<file path="config.mk">
export PLATFORM = sky130hd
export DESIGN_NAME = accelbrot_tile_sched
export DESIGN_NICKNAME = d
export VERILOG_FILES = /design/src/rtl/accelbrot_pkg.sv /design/src/rtl/accelbrot_tile_iter.sv /design/src/rtl/accelbrot_tile_sched.sv
export SDC_FILE = /design/constraint.sdc
export NUM_CORES = 1
export LEC_CHECK = 0
export ABC_AREA = 1
export CAP_MARGIN = 20
export CORE_ASPECT_RATIO = 1.4
export CORE_MARGIN = 5
export CORE_UTILIZATION = 45
export DETAILED_ROUTE_END_ITERATION = 12
export PLACE_DENSITY = 0.78
export SLEW_MARGIN = 0
export SYNTH_ARGS = -nofsm -noshare
export SYNTH_HDL_FRONTEND = slang
export SYNTH_SLANG_ARGS = --single-unit
</file>
<file path="constraint.sdc">
create_clock -name clk -period 7.7 [get_ports clk]
set_input_delay 1.925 -clock clk [delete_from_list [all_inputs] [get_ports clk]]
set_output_delay 1.925 -clock clk [all_outputs]
set_load 0.02 [all_outputs]
</file>
<file path="src/rtl/accelbrot_pkg.sv">
// Shared constants and types for the accelbrot command sequencer.
// Engine command codes, scan flag bit positions and the scheduler state set.
package accelbrot_pkg;

    localparam logic [7:0] CMD_EDGE_SCAN = 8'h01;
    localparam logic [7:0] CMD_RECT_SCAN = 8'h02;

    localparam int SCAN_FLAG_WRITE     = 0;
    localparam int SCAN_FLAG_PUSH_TASK = 1;

    typedef enum logic [2:0] {
        IDLE,
        INIT,
        ISSUE,
        ACK,
        RUN,
        NEXT,
        DONE
    } sched_state_t;

endpackage

</file>
<file path="src/rtl/accelbrot_tile_iter.sv">
// Raster walker over the image: holds the current tile origin,
// clips the tile to the image edge and flags the final tile.
module accelbrot_tile_iter #(
    parameter int PWIDTH = 12
) (
    input  logic              clk,
    input  logic              rstn,
    input  logic              init_i,
    input  logic              step_i,
    input  logic [PWIDTH-1:0] img_w_i,
    input  logic [PWIDTH-1:0] img_h_i,
    input  logic [PWIDTH-1:0] tile_w_i,
    input  logic [PWIDTH-1:0] tile_h_i,
    output logic [PWIDTH-1:0] rect_x_o,
    output logic [PWIDTH-1:0] rect_y_o,
    output logic [PWIDTH-1:0] rect_w_o,
    output logic [PWIDTH-1:0] rect_h_o,
    output logic              last_o
);

    logic [PWIDTH-1:0] x_q, x_d;
    logic [PWIDTH-1:0] y_q, y_d;
    logic [PWIDTH:0]   nx;
    logic [PWIDTH:0]   ny;
    logic [PWIDTH-1:0] rem_w;
    logic [PWIDTH-1:0] rem_h;
    logic              x_wrap;
    logic              y_wrap;

    // Next origin in one extra bit so x+tw cannot wrap; clip to remaining image.
    always_comb begin
        nx     = {1'b0, x_q} + {1'b0, tile_w_i};
        ny     = {1'b0, y_q} + {1'b0, tile_h_i};
        x_wrap = (nx >= {1'b0, img_w_i});
        y_wrap = (ny >= {1'b0, img_h_i});
        rem_w  = img_w_i - x_q;
        rem_h  = img_h_i - y_q;
        rect_x_o = x_q;
        rect_y_o = y_q;
        rect_w_o = (tile_w_i < rem_w) ? tile_w_i : rem_w;
        rect_h_o = (tile_h_i < rem_h) ? tile_h_i : rem_h;
        last_o   = x_wrap && y_wrap;
        x_d = x_q;
        y_d = y_q;
        if (init_i) begin
            x_d = '0;
            y_d = '0;
        end else if (step_i) begin
            if (x_wrap) begin
                x_d = '0;
                y_d = ny[PWIDTH-1:0];
            end else begin
                x_d = nx[PWIDTH-1:0];
            end
        end
    end

    // Origin registers.
    always_ff @(posedge clk) begin
        if (!rstn) begin
            x_q <= '0;
            y_q <= '0;
        end else begin
            x_q <= x_d;
            y_q <= y_d;
        end
    end

endmodule

</file>
<file path="src/rtl/accelbrot_tile_sched.sv">
// Frame sequencer: issues one RECT_SCAN per tile and an optional final
// EDGE_SCAN, handshaking each command against the engine busy status.
module accelbrot_tile_sched #(
    parameter int PWIDTH      = 12,
    parameter int ACK_TIMEOUT = 64
) (
    input  logic                  clk,
    input  logic                  rstn,
    input  logic                  start,
    input  logic                  abort,
    input  logic [PWIDTH-1:0]     cfg_img_width,
    input  logic [PWIDTH-1:0]     cfg_img_height,
    input  logic [PWIDTH-1:0]     cfg_tile_w,
    input  logic [PWIDTH-1:0]     cfg_tile_h,
    input  logic [31:0]           cfg_rect_value,
    input  logic [31:0]           cfg_rect_flags,
    input  logic                  cfg_edge_en,
    output logic [7:0]            cmd_command,
    output logic [PWIDTH-1:0]     cmd_rect_x,
    output logic [PWIDTH-1:0]     cmd_rect_y,
    output logic [PWIDTH-1:0]     cmd_rect_width,
    output logic [PWIDTH-1:0]     cmd_rect_height,
    output logic [31:0]           cmd_rect_value,
    output logic [31:0]           cmd_flags,
    output logic                  cmd_valid,
    input  logic                  eng_busy,
    output logic                  sts_busy,
    output logic                  sts_done,
    output logic                  sts_error,
    output logic                  sts_aborted,
    output logic [2*PWIDTH-1:0]   sts_tile_count
);

    import accelbrot_pkg::*;

    localparam int TW = $clog2(ACK_TIMEOUT);
    // ISSUE and the final ACK cycle complete the ACK_TIMEOUT window.
    localparam logic [TW-1:0] TO_LOAD = TW'(ACK_TIMEOUT - 2);
    localparam logic [TW-1:0] TO_ONE  = TW'(1);
    localparam logic [2*PWIDTH-1:0] CNT_ONE = (2*PWIDTH)'(1);

    sched_state_t        state_q;
    logic [PWIDTH-1:0]   w_q;
    logic [PWIDTH-1:0]   h_q;
    logic [PWIDTH-1:0]   tw_q;
    logic [PWIDTH-1:0]   th_q;
    logic [31:0]         value_q;
    logic [31:0]         flags_q;
    logic                edge_en_q;
    logic                edge_q;
    logic                abort_q;
    logic [TW-1:0]       tmo_q;
    logic                cmd_valid_q;
    logic [7:0]          cmd_command_q;
    logic                busy_q;
    logic                done_q;
    logic                error_q;
    logic                aborted_q;
    logic [2*PWIDTH-1:0] count_q;

    logic              abort_hit;
    logic              it_init;
    logic              it_step;
    logic              it_last;
    logic [PWIDTH-1:0] it_x;
    logic [PWIDTH-1:0] it_y;
    logic [PWIDTH-1:0] it_w;
    logic [PWIDTH-1:0] it_h;

    assign abort_hit = abort_q | abort;
    assign it_init   = (state_q == INIT);
    assign it_step   = (state_q == NEXT) && !abort_hit && !it_last;

    accelbrot_tile_iter #(
        .PWIDTH (PWIDTH)
    ) u_iter (
        .clk      (clk),
        .rstn     (rstn),
        .init_i   (it_init),
        .step_i   (it_step),
        .img_w_i  (w_q),
        .img_h_i  (h_q),
        .tile_w_i (tw_q),
        .tile_h_i (th_q),
        .rect_x_o (it_x),
        .rect_y_o (it_y),
        .rect_w_o (it_w),
        .rect_h_o (it_h),
        .last_o   (it_last)
    );

    // Command fields: current tile, or the whole image for the edge pass.
    always_comb begin
        cmd_rect_x      = edge_q ? '0  : it_x;
        cmd_rect_y      = edge_q ? '0  : it_y;
        cmd_rect_width  = edge_q ? w_q : it_w;
        cmd_rect_height = edge_q ? h_q : it_h;
        cmd_flags       = edge_q ? '0  : flags_q;
    end

    assign cmd_rect_value = value_q;
    assign cmd_command    = cmd_command_q;
    assign cmd_valid      = cmd_valid_q;
    assign sts_busy       = busy_q;
    assign sts_done       = done_q;
    assign sts_error      = error_q;
    assign sts_aborted    = aborted_q;
    assign sts_tile_count = count_q;

    // Sequencer FSM with registered strobes and status.
    always_ff @(posedge clk) begin
        if (!rstn) begin
            state_q       <= IDLE;
            w_q           <= '0;
            h_q           <= '0;
            tw_q          <= '0;
            th_q          <= '0;
            value_q       <= '0;
            flags_q       <= '0;
            edge_en_q     <= 1'b0;
            edge_q        <= 1'b0;
            abort_q       <= 1'b0;
            tmo_q         <= '0;
            cmd_valid_q   <= 1'b0;
            cmd_command_q <= '0;
            busy_q        <= 1'b0;
            done_q        <= 1'b0;
            error_q       <= 1'b0;
            aborted_q     <= 1'b0;
            count_q       <= '0;
        end else begin
            cmd_valid_q <= 1'b0;
            done_q      <= 1'b0;
            abort_q     <= abort_q | abort;
            unique case (state_q)
                IDLE: begin
                    abort_q <= 1'b0;
                    if (start) begin
                        busy_q  <= 1'b1;
                        state_q <= INIT;
                    end
                end
                INIT: begin
                    w_q       <= cfg_img_width;
                    h_q       <= cfg_img_height;
                    tw_q      <= (cfg_tile_w == '0) ? cfg_img_width : cfg_tile_w;
                    th_q      <= (cfg_tile_h == '0) ? cfg_img_height : cfg_tile_h;
                    value_q   <= cfg_rect_value;
                    flags_q   <= cfg_rect_flags;
                    edge_en_q <= cfg_edge_en;
                    edge_q    <= 1'b0;
                    error_q   <= 1'b0;
                    aborted_q <= 1'b0;
                    count_q   <= '0;
                    if (abort) begin
                        aborted_q <= 1'b1;
                        done_q    <= 1'b1;
                        state_q   <= DONE;
                    end else if (cfg_img_width == '0 || cfg_img_height == '0) begin
                        done_q  <= 1'b1;
                        state_q <= DONE;
                    end else begin
                        cmd_valid_q   <= 1'b1;
                        cmd_command_q <= CMD_RECT_SCAN;
                        state_q       <= ISSUE;
                    end
                end
                ISSUE: begin
                    tmo_q   <= TO_LOAD;
                    state_q <= ACK;
                end
                ACK: begin
                    if (eng_busy) begin
                        state_q <= RUN;
                    end else if (tmo_q == '0) begin
                        error_q <= 1'b1;
                        done_q  <= 1'b1;
                        state_q <= DONE;
                    end else begin
                        tmo_q <= tmo_q - TO_ONE;
                    end
                end
                RUN: begin
                    if (!eng_busy) begin
                        if (!edge_q) begin
                            count_q <= count_q + CNT_ONE;
                        end
                        if (abort_hit) begin
                            aborted_q <= 1'b1;
                            done_q    <= 1'b1;
                            state_q   <= DONE;
                        end else if (edge_q) begin
                            done_q  <= 1'b1;
                            state_q <= DONE;
                        end else begin
                            state_q <= NEXT;
                        end
                    end
                end
                NEXT: begin
                    if (abort_hit) begin
                        aborted_q <= 1'b1;
                        done_q    <= 1'b1;
                        state_q   <= DONE;
                    end else if (!it_last) begin
                        cmd_valid_q   <= 1'b1;
                        cmd_command_q <= CMD_RECT_SCAN;
                        state_q       <= ISSUE;
                    end else if (edge_en_q) begin
                        edge_q        <= 1'b1;
                        cmd_valid_q   <= 1'b1;
                        cmd_command_q <= CMD_EDGE_SCAN;
                        state_q       <= ISSUE;
                    end else begin
                        done_q  <= 1'b1;
                        state_q <= DONE;
                    end
                end
                DONE: begin
                    busy_q        <= 1'b0;
                    abort_q       <= 1'b0;
                    cmd_command_q <= '0;
                    state_q       <= IDLE;
                end
                default: begin
                    state_q <= IDLE;
                end
            endcase
        end
    end

endmodule

</file>
# After elaboration in Yosys (flattened, before gate mapping)
# Index checks and enable logic that the tools add are counted.
[word_totals]
in_bits = 118
word_cells = 145
n_memories = 0
romBits = 0
ff_bits = 185
ram_bits = 0
latchBits = 0
[op_classes]
n_bitwise = 2
shifts = 0
multipliers = 0
n_mux = 64
n_lt_le_gt_ge = 4
addsub = 6
n_reduce_logical = 30
eq_ne = 19
div = 0
[ops]
columns = ["op", "count"]
rows = [
  ["2-to-1 mux 12 bit", 9],
  ["logical NOT 12 bit", 4],
  ["2-to-1 mux 24 bit", 2],
  ["one-hot mux 24 bit (2 select lines)", 1],
  ["2-to-1 mux 8 bit", 5],
  ["2-to-1 mux 32 bit", 1],
  ["2-to-1 mux 3 bit", 9],
  ["adder 12 x 12 -> 13 bit", 2],
  [">= comparator 13 x 12 -> 1 bit", 2],
  ["adder 24 x 1 -> 24 bit (second input constant)", 1],
  ["less-than comparator 12 bit", 2],
  ["2-to-1 mux 1 bit", 24],
  ["one-hot mux 8 bit (3 select lines)", 1],
  ["subtractor 12 bit", 2],
  ["!= test 2 bit (second input constant)", 11],
  ["one-hot mux 3 bit (6 select lines)", 1],
  ["2-to-1 mux 6 bit", 2],
  ["one-hot mux 6 bit (2 select lines)", 1],
  ["AND reduction 3 bit", 4],
  ["nonzero test 2 bit", 5],
  ["== test 3 bit (second input constant)", 3],
  ["one-hot mux 1 bit (2 select lines)", 4],
  ["== test 3 x 2 -> 1 bit (second input constant)", 2],
  ["logical NOT 6 bit", 1],
  ["18 further kinds", 26],
]

# Depth between registers and ports, before layout
# Gate-level depths: netlist (run 1).
[logic_depth]
word_depth = 6
mapped_depth = 25
ltp_nobuf = 25

# Cells and area by module
# A second synthesis (run 1) with hierarchy kept.
[unflattened]
cells_unflattened = 1648
hier_area_um2 = 11327.1
[by_module_without_submodules]
columns = ["module", "cells_per_inst", "area_per_inst_um2", "n_inst"]
rows = [
  ["accelbrot_tile_sched", 945, 6841.6, 1],
  ["accelbrot_tile_iter", 703, 4485.6, 1],
]

# Worst setup path after synthesis (run 1)
# OpenSTA, ideal clock, no wires.
[synth_timing]
path_type = "reg2out"
from = "register h_q[0]"
to = "output cmd_rect_height[9]"
t_arrival_ns = 3.152
path_slack_ns = 2.623
n_path_buf = 1
stages_incl_launch_ff = 20
cell_sequence = "dfxtp_1 inv_1 ha_1 inv_1 fa_1 nand3_1 nand2_1 a21oi_1 o21ai_0 xnor2_1 ha_1 nand2_1 o21ai_0 a21oi_1 o21ai_0 nand3_1 nand2_1 clkbuf_1 nor2_1 o21ai_0"
[synth_via]
elab_chain_len = 4
[synth_rtl]
columns = ["item", "line_no", "text"]
rows = [
  ["start: declaration", "accelbrot_tile_sched.sv:44", "logic [PWIDTH-1:0] h_q;"],
  ["start signal: assignment", "accelbrot_tile_sched.sv:145", "h_q <= cfg_img_height;"],
  ["subtractor 12 bit (*)", "accelbrot_tile_iter.sv:37", "rem_h = img_h_i - y_q;"],
  ["less-than comparator 12 bit", "accelbrot_tile_iter.sv:41", "rect_h_o = (tile_h_i < rem_h) ? tile_h_i : rem_h;"],
  ["2-to-1 mux 12 bit (*)", "accelbrot_tile_iter.sv:41", ""],
  ["2-to-1 mux 12 bit (*)", "accelbrot_tile_sched.sv:97", "cmd_rect_height = edge_q ? h_q : it_h;"],
  ["end: declaration", "accelbrot_tile_sched.sv:22", "output logic [PWIDTH-1:0] cmd_rect_height,"],
]
# Mark *: on every way between the ends. The rest lies on a longest branch, timed or not.

# Worst setup path in the final report (run 1)
[layout_timing]
from = "register u_iter.x_q[0] (netlist: u_iter.rect_x_o[0])"
to = "output cmd_rect_width[9]"
[layout_via]
elab_chain_len = 4
[layout_rtl]
columns = ["item", "line_no", "text"]
rows = [
  ["start: declaration", "accelbrot_tile_iter.sv:21", "logic [PWIDTH-1:0] x_q, x_d;"],
  ["start signal: assignment", "accelbrot_tile_iter.sv:61", "x_q <= '0;"],
  ["start signal: assignment", "accelbrot_tile_iter.sv:64", "x_q <= x_d;"],
  ["subtractor 12 bit (*)", "accelbrot_tile_iter.sv:36", "rem_w = img_w_i - x_q;"],
  ["less-than comparator 12 bit", "accelbrot_tile_iter.sv:40", "rect_w_o = (tile_w_i < rem_w) ? tile_w_i : rem_w;"],
  ["2-to-1 mux 12 bit (*)", "accelbrot_tile_iter.sv:40", ""],
  ["2-to-1 mux 12 bit (*)", "accelbrot_tile_sched.sv:96", "cmd_rect_width = edge_q ? w_q : it_w;"],
  ["end: declaration", "accelbrot_tile_sched.sv:21", "output logic [PWIDTH-1:0] cmd_rect_width,"],
]
# Marks and branches as above.

==> results_dict.tcl, run 1 <==
set metrics [dict create \
    slew_viol_final 0 \
    synth_edf_count 0 \
    die_x_um 141 \
    cts_tree "done" \
    path_class "flop to output pin" \
    ant_nets 0 \
    drt-pass1-iter-count 5 \
    antennaDiodeCount 0 \
    critPathRequiredTime_ps 5780 \
    grtUsageTotal_pct 24.7 \
    max-clock-path-buffers 2 \
    hold_depth 2 \
    fin_worst_skew_ps 13.5 \
    netlist_area_mm2 0.0108 \
    cts_hold_buf 0 \
    wl_per_cell_um 16.3 \
    cts_root_buf "clkbuf_16" \
    netlist_instances 1556 \
    viasPerCell 5.35 \
    timing.final.crit_share_pct 84.4 \
    wirelength_um 34200 \
    finalCriticalPeriod_ps 6500 \
    cts.clk_slew.worst_paths_ps 70 \
    yosysSeqAreaShare_pct 33.2 \
    rr_worst_depth 19 \
    vias 11200 \
    vdd_drop_max_uv 308 \
    dp_hpwl_um 26000 \
    hp-class "flop to flop" \
    clk_latency_ps 430 \
    grt_pass1_vias 11100 \
    cp.arrival_ps 4580 \
    core_area_mm2 0.0238 \
    slew_headroom_pct 34.2 \
    cp-end-kind "output pin" \
    setup_viol 0 \
    worst_slack_ps 1200 \
    io_buffers 260 \
    cp_max_fo 24 \
    ys.flop_type "dfxtp_1" \
    nNetsFinal 1996 \
    leakagePower_nw 6.14 \
    cts_setup_buffers 0 \
    drive_gt1_share_pct 3.63 \
    grt_setup_unrepaired "no" \
    rows 67 \
    die-area_mm2 0.0272 \
    yosys_warnings 0 \
    cts_buffers 17 \
    io_pins 267 \
    cts_sinks 179 \
    final_common_cell "nand2_1" \
    worst_pin_slew_ps 983 \
    startpoint_type "flop" \
    power_density_mw_per_mm2 431 \
    drt_iter0_markers 738 \
    htreeDepth 4 \
    area_growth_pct 31.1 \
    grt_pass1_wl_um 54800 \
    drc_errors 0 \
    run_status "complete, no violations" \
    maxCapViolations 0 \
    grt_max_degree 88 \
    gp_congestion 0.948 \
    mostFrequentLayoutCells "295 x nand2_1, 259 x clkdlybuf4s50_1, 199 x inv_1" \
    grt_overflow 0 \
    cts_resized 0 \
    synth_cell_type_count 48 \
    synth-seq-cells 179 \
    pre_cts_ws_ps 1670 \
    tns_ps 0 \
    fmax_mhz 154 \
    synthArstFlopShare_pct 0 \
    syn_avg_cell_area_um2 6.93 \
    antenna_found_initial 0 \
    die_h_um 193 \
    hold_viol 0 \
    initial_core_util_pct 45.3 \
]
power breakdown:
part / leakage, nW / switching (mW) / internal (mW)
registers: 1.46 / 0.173 / 1.15
logic: 4.39 / 2.35 / 1.54
clock network: 0.288 / 0.383 / 0.498
total: 6.14 / 2.91 / 3.19
worst max-delay path, cell delays in order (launching register included):
cell and delay (ps):
dfxtp_1 390, ha_1 210, inv_1 90, fa_1 410
nand3_1 100, nand2_1 110, a21oi_1 160, nor2_1 50
nor2_1 110, xor2_1 210, ha_1 260, nand2_1 80
o21ai_0 80, a21oi_1 120, o21ai_0 90, nand3_1 70
nand2_1 420, a21oi_1 270, o21ai_0 110, o21ai_0 130
clkdlybuf4s50_1 650
worst paths after layout:
check,endpoint,slack [ps],from
setup / recovery,cmd_rect_width[9],1200,u_iter.rect_x_o[0]
hold / removal,cmd_rect_value[30],440,cmd_rect_value[30]
setup reg to reg,u_iter.rect_x_o[9],3530,tw_q[2]
hold reg to reg,cmd_rect_value[30],440,cmd_rect_value[30]
per-layer routing:
metal | track usage [%] | share of wire, % | vias to the layer above
met1 | 28.3 | 40 | 5209
met3 | 6.51 | 7.4 | 87
met2 | 42.8 | 49 | 383
li1 | - | - | 5568
met5 | 0 | 0 | -
met4 | 12.2 | 4.2 | 0
area by class of cell:
cell class                      count  area, um2
Inverter                          206        776
Timing Repair Buffer              266       2650
Fill cell                        2194       9670
Tap cell                          310        388
Clock inverter                     11        126
Clock buffer                       21        460
Sequential cell                   179       3580
Multi-Input combinational cell   1109       6160
per-stage QoR:
step	total power [mW]	hold slack [ps]	utilization, %	area, um2	instances
floorplan	3.78	441	-	10800	1561
global placement	5.12	426	56.9	13600	2070
detailed placement	5.20	434	56.9	13600	2070
CTS	6.10	448	59.4	14100	2102
global route	6.59	462	59.4	14100	2102
finish	6.09	444	59.4	14100	2102
cells in the mapped netlist, types with 14 or more instances:
library cell / count / area, um2
xor2_1: 22 / 193
nand2_1: 296 / 1110
clkbuf_1: 46 / 173
ha_1: 95 / 1190
inv_1: 199 / 747
a21oi_1: 133 / 666
nand3_1: 140 / 701
a31oi_1: 15 / 93.8
nor2_1: 130 / 488
nand4_1: 14 / 87.6
dfxtp_1: 179 / 3580
nor3_1: 14 / 70.1
xnor2_1: 21 / 184
o21ai_0: 153 / 766
sequential cells by signal, indices dropped and copies added, names as in the netlist, 6 cells and up:
register / cells
sts_tile_count: 24
u_iter.rect_y_o: 12
th_q: 12
cmd_rect_value: 32
w_q: 12
u_iter.rect_x_o: 12
h_q: 12
flags_q: 32
tw_q: 12
tmo_q: 6
cells by family (layout without fill, tap and decap cells):
group	Yosys count	count (layout)	synth area share [%]
and+or+nand+nor	624	624	25.0
AOI/OAI and AO/OA	337	337	16.7
buffers and inverters	273	504	9.83
DFF	179	179	33.2
adders and majority gates	99	99	11.8
xor gates and xnor gates	43	43	3.49
other	1	6	0.0348
Power figures use the tool's default switching activity.
==> inputs of run 2 (changes only) <==
- clock period: 7.7 -> 6.6 ns (I/O delays scaled with it)
==> run 2 against run 1 <==
Net effect:
- sequential power grew 17%
- largest power group unchanged
- critical endpoint is now cmd_rect_height[10]
- global-route usage up 0.17 points
- non-clock buffer count unchanged
- total power grew 17%
- register-to-register slack got worse by 1100 ps
- first-iteration DRC count decreased by 0.95%
- worst setup slack worse by 800 ps
==> results_dict.tcl, run 2 (synthesis gave the netlist of run 1 again) <==
set metrics [dict create \
    rows 67 \
    fin_worst_skew_ps 18.0 \
    die_h_um 193 \
    viasPerCell 5.34 \
    critPathRequiredTime_ps 4950 \
    io_buffers 260 \
    slew_viol_final 0 \
    setup_viol 0 \
    worst_pin_slew_ps 927 \
    nNetsFinal 1996 \
    startpoint_type "flop" \
    path_class "flop to output pin" \
    cts_tree "done" \
    cts_setup_buffers 0 \
    multiInputGateArea_mm2 0.00616 \
    fmax_mhz 161 \
    nFillCells 2234 \
    grt_overflow 0 \
    hold_path_end "cmd_rect_value[30]" \
    die-area_mm2 0.0272 \
    grtUsageTotal_pct 24.9 \
    slew_headroom_pct 38.2 \
    totalPowerFinal_mw 7.12 \
    reg2reg_from "tw_q[2]" \
    reg2reg_setup_slack_ps 2420 \
    postLayoutCoreUtil_pct 59.4 \
    htreeDepth 4 \
    power_density_mw_per_mm2 504 \
    timing.final.crit_share_pct 94.0 \
    hold_start "cmd_rect_value[30]" \
    ant_nets 0 \
    cp_max_fo 24 \
    vdd_drop_max_uv 431 \
    grt_pass1_wl_um 55000 \
    cts.clk_slew.worst_paths_ps 70 \
    final_common_cell "nand2_1" \
    cts_root_buf "clkbuf_16" \
    r2r-end "u_iter.rect_y_o[11]" \
    drc_errors 0 \
    hold_viol 0 \
    run_status "complete, no violations" \
    seq_area_mm2 0.00358 \
    io_pins 267 \
    drt_iter0_markers 731 \
    antenna_found_initial 0 \
    drt-pass1-iter-count 5 \
    leakagePower_nw 6.14 \
    max-clock-path-buffers 2 \
    cp-end-kind "output pin" \
    hp-class "flop to flop" \
    gp_congestion 0.947 \
    tns_ps 0 \
    grt_setup_unrepaired "no" \
    worst_slack_ps 395 \
    cts_buffers 17 \
    core_area_mm2 0.0238 \
    vias 11200 \
    dp_hpwl_um 25900 \
    wl_per_cell_um 16.4 \
    mostFrequentLayoutCells "294 x nand2_1, 259 x clkdlybuf4s50_1, 199 x inv_1" \
    cts_resized 0 \
    grt_pass1_vias 11200 \
    finalCriticalPeriod_ps 6200 \
    antennaDiodeCount 0 \
    maxCapViolations 0 \
    pre_cts_ws_ps 856 \
    clk_latency_ps 440 \
    die_x_um 141 \
    grt_max_degree 88 \
    cts_hold_buf 0 \
    cp.arrival_ps 4550 \
    hold_depth 2 \
    initial_core_util_pct 45.3 \
    wirelength_um 34400 \
    cts_sinks 179 \
    area_growth_pct 31.2 \
    rr_worst_depth 23 \
    drive_gt1_share_pct 3.68 \
]
-- run 2: per-layer routing --
layer  GRT usage [%]  share of wire [%]  vias to the layer above
met2            42.9                 48                      409
met4            12.4                4.5                        0
met3            6.46                7.1                       92
met1            28.5                 40                     5151
li1                -                  -                     5563
met5               0                  0                        -
-- run 2: how the worst max path moves through the flow --
stage / from / to / slack [ps] / cells past startpoint
after CTS: u_iter.rect_x_o[0] / cmd_rect_width[0] / 380 / 20
after floorplan: h_q[0] / cmd_rect_height[9] / 1800 / 19
after detailed placement: u_iter.rect_x_o[0] / cmd_rect_width[0] / 860 / 20
after global routing: u_iter.rect_y_o[1] / cmd_rect_height[10] / 50 / 18
final: u_iter.rect_y_o[2] / cmd_rect_height[10] / 400 / 17
after global placement: u_iter.rect_x_o[0] / cmd_rect_width[11] / 970 / 20
-- run 2: final cells by class --
cell class / instances / area share [%]
multi-input combinational: 1109 / 43.6
sequential: 179 / 25.3
timing repair buffer: 266 / 18.7
inverter: 206 / 5.49
clock buffer: 21 / 3.26
tap: 310 / 2.74
clock inverter: 11 / 0.894
-- run 2: critical path, cell delays in order, from the launching register on --
cell	delay, ps
dfxtp_1	360
inv_1	70
ha_1	330
a21oi_1	210
o21ai_0	130
a21oi_1	230
o21ai_0	190
a21oi_1	190
xor2_1	210
ha_1	280
a21oi_1	150
o21ai_0	100
nand3_1	80
nand2_1	420
or2_2	460
nand3_1	80
o21ai_0	80
clkdlybuf4s50_1	550
-- run 2: power breakdown --
part,total (mW),internal (mW),switching [mW]
registers,1.55,1.34,0.204
logic,4.55,1.80,2.75
clock network,1.03,0.581,0.447
total,7.12,3.72,3.40
-- run 2: through the flow --
step / cell area, um2 / hold slack [ps] / instances
2_1_floorplan: 10800 / 441 / 1561
3_3_place_gp: 13600 / 426 / 2070
3_5_place_dp: 13600 / 433 / 2070
4_1_cts: 14100 / 449 / 2102
5_1_grt: 14100 / 466 / 2102
6_report: 14100 / 444 / 2102
==> inputs of run 3 (changes only) <==
- REMOVE_ABC_BUFFERS: default -> 1
==> run 3 against run 2 <==
Net effect:
- clock skew down 5.9 ps
- clock power is essentially flat
- sequential share of layout area about the same
- critical path depth up 3
- global-route usage shrank 0.37 points
- register-to-register slack worse by 30 ps
- non-clock buffer count is the same
- sequential cell count stayed put
- sequential power hardly changed
- die area unchanged
- utilization about the same
- critical path type unchanged
- critical endpoint is now cmd_rect_width[11]
- largest power group unchanged
- highest routed layer unchanged
==> results_dict.tcl, run 3 (synthesis gave the netlist of run 1 again) <==
set metrics [dict create \
    grt_overflow 0 \
    critPathLaunch "u_iter.rect_x_o[0]" \
    swShare_pct 47.4 \
    seq_area_mm2 0.00358 \
    reg2reg_from "tw_q[2]" \
    hold_start "cmd_rect_value[22]" \
    gp_congestion 0.951 \
    viasPerCell 5.31 \
    power_frac_comb_pct 63.9 \
    setup_viol 0 \
    cts_tree "done" \
    cts_hold_buf 0 \
    cts_resized 0 \
    io_pins 267 \
    antennaDiodeCount 0 \
    critPathRequiredTime_ps 4950 \
    drt_iter0_markers 634 \
    fmax_mhz 163 \
    drt-pass1-iter-count 5 \
    wirelength_um 33800 \
    grt_pass1_vias 11200 \
    ant_nets 0 \
    power_density_mw_per_mm2 505 \
    postLayoutCoreUtil_pct 59.4 \
    totalPowerFinal_mw 7.14 \
    area_growth_pct 31.2 \
    cts.clk_slew.worst_paths_ps 60 \
    internal_power_mw 3.75 \
    vias 11100 \
    hold_viol 0 \
    nFillCells 2207 \
    mostFrequentLayoutCells "293 x nand2_1, 259 x clkdlybuf4s50_1, 199 x inv_1" \
    leakagePower_nw 6.14 \
    htreeDepth 4 \
    clockPowerShare_pct 14.7 \
    grt_setup_unrepaired "no" \
    die-area_mm2 0.0272 \
    cts_buffers 17 \
    drive_gt1_share_pct 3.63 \
    cts_sinks 179 \
    core_area_mm2 0.0238 \
    tns_ps 0 \
    pwr-share-seq_pct 21.4 \
    grt_pass1_wl_um 54600 \
    nNetsFinal 1996 \
    vdd_drop_max_uv 276 \
    maxCapViolations 0 \
    switching_power_mw 3.38 \
    initial_core_util_pct 45.3 \
    fin_worst_skew_ps 12.0 \
    cp_max_fo 24 \
    worst_pin_slew_ps 978 \
    timing.final.crit_share_pct 92.8 \
    grt_max_degree 86 \
    final_common_cell "nand2_1" \
    startpoint_type "flop" \
    dp_hpwl_um 25100 \
    die_x_um 141 \
    finalCriticalPeriod_ps 6120 \
    slew_viol_final 0 \
    cts_setup_buffers 0 \
    antenna_found_initial 0 \
    wl_per_cell_um 16.1 \
    path_class "flop to output pin" \
    drc_errors 0 \
    slew_headroom_pct 34.6 \
    max-clock-path-buffers 2 \
    die_h_um 193 \
    clk_latency_ps 440 \
    cp-end-kind "output pin" \
    hp-class "flop to flop" \
    io_buffers 260 \
    run_status "complete, no violations" \
    cts_root_buf "clkbuf_16" \
    multiInputGateArea_mm2 0.00616 \
    rows 67 \
    cp.arrival_ps 4470 \
    grtUsageTotal_pct 24.5 \
]
run 3: cell types whose count changed in the layout (fill, tap and decap cells not counted):
cell / previous run / this run
clkinv_4: 3 / 1
bufinv_16: 2 / 3
inv_6: 2 / 1
nand2_1: 294 / 293
nand2_2: 6 / 7
run 3: final timing paths:
kind,depth (start not counted),endpoint,slack [ps]
max reg2reg,19,u_iter.rect_x_o[5],2390
min reg2reg,2,cmd_rect_value[22],450
min,2,cmd_rect_value[22],450
max,20,cmd_rect_width[11],480
run 3: area by class of cell:
type	instances	area share, %
clock buffers	21	3.25
clock inverters	9	0.920
inverters	206	5.48
multi-input cells	1109	43.6
flip-flops and latches	179	25.3
well taps	310	2.74
repair buffers	266	18.7
run 3: critical path, stage by stage, from the launching register on:
cell and delay, ps:
dfxtp_1 390, ha_1 220, inv_1 90, fa_1 420, nand3_1 110, nand2_1 100, a21oi_1 140, nor2_1 50
nor2_1 110, xor2_1 210, ha_1 260, nand2_1 70, o21ai_0 80, a21oi_1 160, o21ai_0 130, nand3_1 100
nand2_2 280, or2_2 390, nand3_1 90, nand2_1 60, clkdlybuf4s50_1 580
run 3: metal layers:
metal | routed length, um | vias up | global-route usage, %
met1 | 13500 | 5122 | 27.1
met3 | 2510 | 82 | 6.32
met4 | 1210 | 0 | 9.99
met2 | 16600 | 383 | 44.6
li1 | - | 5556 | -
met5 | 0 | - | 0
run 3: power by group through the flow:
stage,combinational (mW),sequential (mW),clock (mW)
6_report,4.56,1.53,1.05
5_1_grt,5.09,1.56,1.11
4_1_cts,4.55,1.52,1.07
3_5_place_dp,4.53,1.54,0
3_3_place_gp,4.45,1.54,0
2_1_floorplan,2.70,1.62,0
run 3: metrics by stage:
stage / worst slack (ps) / instances / instance area [um2] / hold WS, ps
finish: 478 / 2100 / 14100 / 446
global route: 64.0 / 2100 / 14100 / 466
CTS: 231 / 2100 / 14100 / 449
detailed placement: 717 / 2070 / 13600 / 435
global placement: 832 / 2070 / 13600 / 426
floorplan: 1810 / 1494 / 10500 / 441
